`config.mk`:
```
export PLATFORM = sky130hd
export DESIGN_NAME = datapath_seq_flat
export DESIGN_NICKNAME = d
export VERILOG_FILES = /design/src/rtl/datapath_seq_if.sv /design/src/rtl/datapath_seq.sv /design/src/flat_wrapper.sv
export SDC_FILE = /design/constraint.sdc
export NUM_CORES = 1
export LEC_CHECK = 0
export CORE_MARGIN = 2
export CORE_UTILIZATION = 39
export CTS_CLUSTER_DIAMETER = 200
export DETAILED_ROUTE_END_ITERATION = 8
export HOLD_SLACK_MARGIN = 0.05
export PLACE_DENSITY_LB_ADDON = 0.25
export SKIP_LAST_GASP = 1
export SLEW_MARGIN = 40
export SYNTH_ARGS = -nofsm -noshare
export SYNTH_HDL_FRONTEND = slang
export SYNTH_SLANG_ARGS = --single-unit
```
`constraint.sdc`:
```
create_clock -name clock -period 1.84 [get_ports clock]
set_input_delay 0.368 -clock clock [delete_from_list [all_inputs] [get_ports clock]]
set_output_delay 0.368 -clock clock [all_outputs]
set_load 0.1 [all_outputs]
```
`src/rtl/datapath_seq_if.sv`:
```
// datapath_seq_if: operand request and result handshake channels of datapath_seq
interface datapath_seq_if;
    logic [3:0] in_data;
    logic       in_valid;
    logic       in_ready;
    logic [4:0] res_data;
    logic       res_valid;
    logic       res_ready;
    modport master (output in_data, in_valid, res_ready, input in_ready, res_data, res_valid);
    modport slave (input in_data, in_valid, res_ready, output in_ready, res_data, res_valid);
endinterface

```
`src/rtl/datapath_seq.sv`:
```
// datapath_seq: sequences four operand loads, one compute and a result handoff with idle timeout
module datapath_seq #(
    parameter int TIMEOUT_CYC = 15
) (
    input  logic           clock,
    input  logic           rst,
    datapath_seq_if.slave  io,
    output logic           dp_rst_n,
    output logic [3:0]     dp_d_in,
    output logic [3:0]     dp_capture,
    output logic           dp_op,
    input  logic [4:0]     dp_result,
    output logic           err,
    output logic [7:0]     done_cnt
);
    typedef enum logic [2:0] {LD_A, LD_B, LD_C, LD_D, COMPUTE, DONE} state_t;
    state_t state, next, cur;
    logic [7:0] stall;
    logic loading, accept, timeout, xfer;
    // reset forces LD_A behaviour on the outputs in the same cycle it is asserted
    always_comb begin
        cur = rst ? LD_A : state;
        loading = cur inside {LD_A, LD_B, LD_C, LD_D};
        accept = loading & io.in_valid;
        timeout = loading & (cur != LD_A) & ~io.in_valid & (stall == 8'(TIMEOUT_CYC));
        xfer = (cur == DONE) & io.res_ready;
    end
    // state register
    always_ff @(posedge clock)
        state <= rst ? LD_A : next;
    // next-state: operands advance the load chain, timeout aborts to LD_A
    always_comb begin
        next = cur == COMPUTE ? DONE :
               cur == DONE ? (io.res_ready ? LD_A : DONE) :
               timeout ? LD_A :
               accept ? (cur == LD_D ? COMPUTE : state_t'(cur + 3'd1)) : cur;
    end
    // outputs decoded from the effective state
    always_comb begin
        io.in_ready = loading;
        io.res_valid = cur == DONE;
        io.res_data = dp_result;
        dp_capture = accept ? 4'b0001 << cur[1:0] : 4'b0000;
        dp_op = cur == COMPUTE;
        dp_d_in = io.in_data;
        dp_rst_n = ~rst;
        err = timeout;
    end
    // idle-cycle counter between operands, only live in LD_B..LD_D
    always_ff @(posedge clock)
        stall <= (rst | ~loading | (cur == LD_A) | io.in_valid | timeout) ? 8'd0 : stall + 8'd1;
    // count of results handed to the consumer
    always_ff @(posedge clock)
        done_cnt <= rst ? 8'd0 : done_cnt + 8'(xfer);
endmodule

```
`src/flat_wrapper.sv`:
```
// flat-port wrapper written by rule: the top's interface ports become plain ports
module datapath_seq_flat 
#(
    parameter int TIMEOUT_CYC = 15
)
  (clock, rst, dp_rst_n, dp_d_in, dp_capture, dp_op, dp_result, err, done_cnt, io_in_data, io_in_valid, io_res_ready, io_in_ready, io_res_data, io_res_valid);
  datapath_seq_if io_i ();
  input  logic clock;
  input  logic rst;
  output logic dp_rst_n;
  output logic [3:0] dp_d_in;
  output logic [3:0] dp_capture;
  output logic dp_op;
  input  logic [4:0] dp_result;
  output logic err;
  output logic [7:0] done_cnt;
  input wire logic [$bits(io_i.in_data)-1:0] io_in_data;
  input wire logic [$bits(io_i.in_valid)-1:0] io_in_valid;
  input wire logic [$bits(io_i.res_ready)-1:0] io_res_ready;
  output wire logic [$bits(io_i.in_ready)-1:0] io_in_ready;
  output wire logic [$bits(io_i.res_data)-1:0] io_res_data;
  output wire logic [$bits(io_i.res_valid)-1:0] io_res_valid;
  assign io_i.in_data = io_in_data;
  assign io_i.in_valid = io_in_valid;
  assign io_i.res_ready = io_res_ready;
  assign io_in_ready = io_i.in_ready;
  assign io_res_data = io_i.res_data;
  assign io_res_valid = io_i.res_valid;
  datapath_seq #(.TIMEOUT_CYC(TIMEOUT_CYC)) u_core (.clock(clock), .rst(rst), .io(io_i), .dp_rst_n(dp_rst_n), .dp_d_in(dp_d_in), .dp_capture(dp_capture), .dp_op(dp_op), .dp_result(dp_result), .err(err), .done_cnt(done_cnt));
endmodule
```
# Yosys cells after proc, flatten, opt, wreduce, memory -nomap -nowiden
# Cells that the tools add are included.
[classes]
n_addsub = 3
n_reduce_logical = 4
muxes = 8
shift = 1
n_div = 0
n_mul = 0
n_bitwise = 12
n_eq_ne = 6
order_cmp = 0
[op_table]
columns = ["operator", "count"]
rows = [
  ["$mux 3", 7],
  ["$add 8x1->8", 1],
  ["$add 8x1->8 const B", 1],
  ["$eq 8x4->1 const B", 1],
  ["$eq 3x2->1 const B", 2],
  ["$eq 3x3->1 const B", 2],
  ["$and 1x1->1", 5],
  ["$mux 4", 1],
  ["$or 1x1->1", 4],
  ["$reduce_bool 4->1", 1],
  ["$shl 1x2->4 const A", 1],
  ["$add 3x1->3 const B", 1],
  ["$eq 3x1->1 const B", 1],
  ["$logic_not 3->1", 1],
  ["$not 1->1", 3],
  ["$reduce_bool 3->1", 1],
  ["$reduce_or 2->1", 1],
]
[totals]
regBits = 19
ram_bits = 0
rom_bits = 0
memories = 0
latchBits = 0

# Longest topological paths before layout
[logic_depth]
ltp_word = 9
mapped_depth = 11
mapped_depth_nobuf = 11

# Worst setup path after synthesis
# OpenSTA, ideal clock, no wires.
[synth_timing]
path_type = "in2reg"
startpoint = "in rst"
endpoint = "reg u_core.done_cnt[6]"
setup_slack_ns = -0.849
path_stages = 11
n_path_buf = 0
arrival_time_ns = 2.623
setup_time_ns = 0.067
path_cell_list = "inv_1 -> nand2_1 -> inv_1 -> ha_1 -> and3_2 -> ha_1 -> ha_1 -> and3_1 -> nand3_1 -> xor2_1 -> nor2_1"
[synth_between]
elab_chain_len = 4
[synth_rtl]
columns = ["item", "line_no", "source"]
rows = [
  ["start, declared", "flat_wrapper.sv:9", "input logic rst;"],
  ["$mux 3", "datapath_seq.sv:22", "cur = rst ? LD_A : state;"],
  ["$eq 3x3->1", "datapath_seq.sv:26", "xfer = (cur == DONE) & io.res_ready;"],
  ["$and 1x1->1", "datapath_seq.sv:26", ""],
  ["$add 8x1->8", "datapath_seq.sv:54", "done_cnt <= rst ? 8'd0 : done_cnt + 8'(xfer);"],
  ["end signal, assigned", "datapath_seq.sv:54", ""],
  ["end, declared", "datapath_seq.sv:14", "output logic [7:0] done_cnt"],
]
# Parallel ways exist; a longest one is shown, timed or not.
# A chain may end at the register's enable or synchronous reset.

# Worst setup path after layout
[layout_timing]
startpoint = "reg u_core.stall[1]"
endpoint = "out err"
[layout_between]
elab_chain_len = 2
[layout_rtl]
columns = ["item", "line_no", "source"]
rows = [
  ["start, declared", "datapath_seq.sv:18", "logic [7:0] stall;"],
  ["start signal, assigned", "datapath_seq.sv:51", "stall <= (rst | ~loading | (cur == LD_A) | io.in_valid | timeout) ? 8'd0 : stall + 8'd1;"],
  ["$eq 8x4->1", "datapath_seq.sv:25", "timeout = loading & (cur != LD_A) & ~io.in_valid & (stall == 8'(TIMEOUT_CYC));"],
  ["$and 1x1->1", "datapath_seq.sv:25", ""],
  ["end, declared", "flat_wrapper.sv:15", "output logic err;"],
]
# Every way passes these cells.

==> impl_table.tex <==
\begin{tabular}{lr}
\hline
Metric & Value \\
\hline
\multicolumn{2}{l}{\textbf{Outcome}} \\
\quad Result of the run & finished clean \\
\multicolumn{2}{l}{\textbf{GRT}} \\
\quad GR Layer Usage met2 & 0.338 \\
\quad Routing usage on met3 & 0.0445 \\
\quad Met1 track demand over resource & 0.193 \\
\quad Global-route usage over all layers & 0.178 \\
\quad Total congestion overflow after global routing & 0 \\
\quad Antenna violations before repair & 0 \\
\quad Via count of the first global-routing pass & 983 \\
\quad Most used routing layer in global routing & met2 \\
\quad Largest net degree at the start of global routing & 12 \\
\quad First-pass GRT wire length & 4.44 mm \\
\multicolumn{2}{l}{\textbf{Floorplanning}} \\
\quad Die area & 3060 um2 \\
\quad Count of standard-cell rows & 18 \\
\quad Y dimension of the die & 55.4 um \\
\quad I/O pin count & 39 \\
\quad Horizontal extent of the die & 55.4 um \\
\quad Starting density of the core & 0.415 \\
\quad Core Region & 2480 um2 \\
\multicolumn{2}{l}{\textbf{STA}} \\
\quad Minimum setup slack in the final design & 0.0257 ns \\
\quad Peak clock frequency supported by timing & 551 MHz \\
\quad Relative slew slack & 0.835 \\
\quad Share of the clock period used by the worst path after layout & 0.986 \\
\quad RSZ-0062 raised after global routing & true \\
\quad Worst-Margin Slew & 0.246 ns \\
\quad Final number of hold-violating endpoints & 0 \\
\quad Crit path time final & 1.81 ns \\
\quad Total count of max-transition violations in the final report & 0 \\
\quad Max Clock Skew & 0.0153 ns \\
\quad Count of endpoints failing setup in the final report & 0 \\
\multicolumn{2}{l}{\textbf{Drt}} \\
\quad Total length of routed wires & 2.61 mm \\
\quad 1st-iter DRT viols & 12 \\
\quad Vias after detailed routing & 924 \\
\quad Detailed-routing iteration count for the pre-antenna-repair pass & 4 \\
\quad Detail-routed net length per standard cell & 14.3 um \\
\quad Number of nets with antenna violations after routing & 0 \\
\quad Post-detailed-route via-to-cell ratio & 5.05 \\
\quad DRC violation count after routing & 0 \\
\multicolumn{2}{l}{\textbf{Min path}} \\
\quad Path type of the worst min-delay path & in -> reg \\
\quad Hold path cells & 4 \\
\quad Start point of the worst hold path & rst \\
\quad Worst Hold Path EP & u\_core.done\_cnt[4] \\
\multicolumn{2}{l}{\textbf{Setup path}} \\
\quad Path type of the worst setup path & reg -> out \\
\quad Maximum fanout along the worst path & 5 \\
\quad Standard cell with the maximum stage delay on the critical path & sky130\_fd\_sc\_hd\_\_dfxtp\_2 \\
\quad Startpoint Class & flip-flop \\
\quad Startpoint of the most critical register-to-register path & u\_core.state[0] \\
\quad Reg-to-reg setup timing slack & 0.19 ns \\
\quad Crit. End Element & primary output \\
\quad CP Cell Sequence & ha\_4, nand3\_4, and4b\_4, buf\_12 \\
\quad Reg-to-reg critical path endpoint & u\_core.done\_cnt[6] \\
\quad Data arrival at the endpoint of the critical path & 1.45 ns \\
\quad Length in cells of the worst reg-to-reg path & 10 \\
\quad Family of cells with the greatest summed delay on the critical path & simple AND/OR/NAND/NOR gates \\
\quad CP Buf/Inv Count & 1 \\
\quad Delay of the slowest cell on the worst path & 0.37 ns \\
\quad Required time of the worst setup path & 1.47 ns \\
\multicolumn{2}{l}{\textbf{Logic synthesis}} \\
\quad Arithmetic-cell share of the synthesized area counting full adders, half adders and majority gates & 0.0852 \\
\quad Instance count of the mapped netlist & 114 \\
\quad Complex-gate fraction of the synthesized area & 0.118 \\
\quad Number of unique standard cell types used by synthesis & 34 \\
\quad Proportion of synthesized area in mux cells & 0 \\
\quad Simple-gate portion of the synthesized area & 0.264 \\
\quad Leading cell types by count after synthesis & 19 x sky130\_fd\_sc\_hd\_\_dfxtp\_1, 13 x sky130\_fd\_sc\_hd\_\_nor2\_1, 9 x sky130\_fd\_sc\_hd\_\_buf\_4, 9 x sky130\_fd\_sc\_hd\_\_nand2\_1, 7 x sky130\_fd\_sc\_hd\_\_ha\_1 \\
\quad Sequential element share of the synthesized area & 0.370 \\
\quad Mapped Nets & 134 \\
\quad EDFF count, synth & 0 \\
\quad Combinational family with the most area after synthesis & simple AND/OR/NAND/NOR gates \\
\quad Share of the synthesized area in the top cell type & 0.370 \\
\quad Area leader, netlist & sky130\_fd\_sc\_hd\_\_dfxtp\_1 \\
\quad Async set-or-reset flop fraction in the synthesized netlist & 0 \\
\quad Synth Area in XOR/XNOR & 0.0681 \\
\quad Register bit total from synthesis & 19 \\
\quad Area of the mapped netlist & 1030 um2 \\
\quad Top FF cell, synth & sky130\_fd\_sc\_hd\_\_dfxtp\_1 \\
\quad Cells taking the most area after synthesis & sky130\_fd\_sc\_hd\_\_dfxtp\_1 37\%, sky130\_fd\_sc\_hd\_\_ha\_1 8.5\%, sky130\_fd\_sc\_hd\_\_buf\_4 6.6\%, sky130\_fd\_sc\_hd\_\_nor2\_1 4.7\%, sky130\_fd\_sc\_hd\_\_xnor2\_1 4.3\% \\
\quad Avg Inst Size Synth & 9.02 um2 \\
\quad Most frequently used cell type in the post-synthesis netlist & sky130\_fd\_sc\_hd\_\_dfxtp\_1 \\
\quad Yosys synthesis warning count & 0 \\
\multicolumn{2}{l}{\textbf{Layout}} \\
\quad Nets & 174 \\
\quad Number of antenna cells inserted & 0 \\
\quad Finished Cell Area & 1760 um2 \\
\quad Share of layout cells above drive strength 1 & 0.562 \\
\quad Growth of design area from synthesis to finish & 71.3\% \\
\quad Post-layout util & 0.711 \\
\multicolumn{2}{l}{\textbf{Power}} \\
\quad P\_int & 546 uW \\
\quad Proportion of power drawn by the clock network & 0.286 \\
\quad Peak supply drop & 0.000387 V \\
\quad Proportion of power drawn by combinational gates & 0.156 \\
\quad Power Density & 423 nW/um2 \\
\quad Switching power of the nets & 199 uW \\
\quad Net switching fraction of the power & 0.267 \\
\quad Leakage power & 0.000695 uW \\
\quad Fraction of power consumed by sequential logic & 0.557 \\
\quad Overall Power & 745 uW \\
\multicolumn{2}{l}{\textbf{Clock network}} \\
\quad Clock Sink Count & 19 \\
\quad Clock tree from TritonCTS & done \\
\quad Root Buffer Master & sky130\_fd\_sc\_hd\_\_clkbuf\_4 \\
\quad Worst skew pair latency & 0.31 ns \\
\quad Post-CTS clock slew at the launch and capture registers of the worst setup and hold paths & 0.12 ns \\
\quad Level count of the clock H-tree & 1 \\
\quad Num CTS Buffers & 3 \\
\quad Count of hold-fix buffers inserted at cts & 0 \\
\quad Buffer levels on the longest clock path & 2 \\
\multicolumn{2}{l}{\textbf{Placement}} \\
\quad Number of buffer cells added on primary ports & 20 \\
\quad Routability-driven placement congestion ratio & 0.848 \\
\quad Placed cell areas & 1560 um2 \\
\quad Setup WS pre-CTS & -0.556 ns \\
\quad Post-detailed-placement half-perimeter wirelength & 1.83 mm \\
\multicolumn{2}{l}{\textbf{Job}} \\
\quad Count of max-cap constraint violations & 0 \\
\hline
\end{tabular}
-- placed cells by master, fill, tap and decap left out, drive strengths merged, types with 4 or more instances in the layout --
cell type / instances
xnor2: 5
a21oi: 4
nor2: 13
inv: 4
and3: 6
nand2: 9
ha: 7
buf: 43
dfxtp: 19
-- metrics by stage --
| stage | hold WS, ns | TNS (ns) | instances |
|---|---|---|---|
| after floorplan | 0.437 | -4.07 | 114 |
| after global placement | 0.452 | -6.57 | 169 |
| after detailed placement | 0.462 | -7.44 | 169 |
| after CTS | 0.532 | -0.000629 | 181 |
| after global routing | 0.516 | -0.0469 | 183 |
| final | 0.513 | 0 | 183 |
-- timing repair --
item,in CTS,in global routing
setup buffers,8,2
pin swaps,5,3
endpoints found under the setup margin,13,5
resized for setup,16,16
-- kinds of logic after synthesis --
family | after synthesis
xor+xnor | 8
buf+inv | 16
compound gates | 17
fa+ha+maj | 7
flops | 19
simple gates | 47
-- routing by layer --
layer | vias to the layer above | routed length [um]
li1 | 467 | -
met2 | 15 | 1470
met1 | 440 | 1020
met3 | 2 | 99
met4 | 0 | 11
met5 | - | 0
-- state kept, by name (all words and copies together), names as in the netlist --
register	flops
u_core.done_cnt	8
u_core.stall	8
u_core.state	3
-- how the worst max path moves through the flow --
stage,start,endpoint,slack (ns),cells past startpoint
after floorplan,rst,u_core.done_cnt[6],-0.48,11
after global placement,rst,u_core.done_cnt[6],-0.48,12
after detailed placement,rst,u_core.done_cnt[6],-0.56,12
after CTS,u_core.state[0],err,-0.0006,5
after global routing,u_core.stall[1],err,-0.02,4
final,u_core.stall[1],err,0.03,4
-- worst register-to-register path, stage by stage, from the launching register on --
cell	delay (ns)
sky130_fd_sc_hd__dfxtp_2	0.36
sky130_fd_sc_hd__nand2_4	0.07
sky130_fd_sc_hd__inv_2	0.08
sky130_fd_sc_hd__ha_4	0.12
sky130_fd_sc_hd__and3_4	0.17
sky130_fd_sc_hd__ha_4	0.14
sky130_fd_sc_hd__ha_4	0.13
sky130_fd_sc_hd__and3_4	0.19
sky130_fd_sc_hd__nand3_2	0.07
sky130_fd_sc_hd__xor2_1	0.17
sky130_fd_sc_hd__nor2_1	0.10
-- power groups by stage --
stage / Combinational [uW] / Sequential (uW) / Clock [uW]
floorplan: 148 / 425 / 0
global placement: 101 / 425 / 0
detailed placement: 102 / 425 / 0
CTS: 108 / 415 / 219
global route: 123 / 416 / 236
finish: 117 / 415 / 213
-- area by class of cell --
type,count,area [um2]
inverter,6,32.5
tap,30,37.5
multi-input combinational,79,704
clock buffer,3,22.5
timing repair buffer,45,566
fill,188,716
clock inverter,1,5.00
sequential,19,394
(Power assumes the default switching activity.)
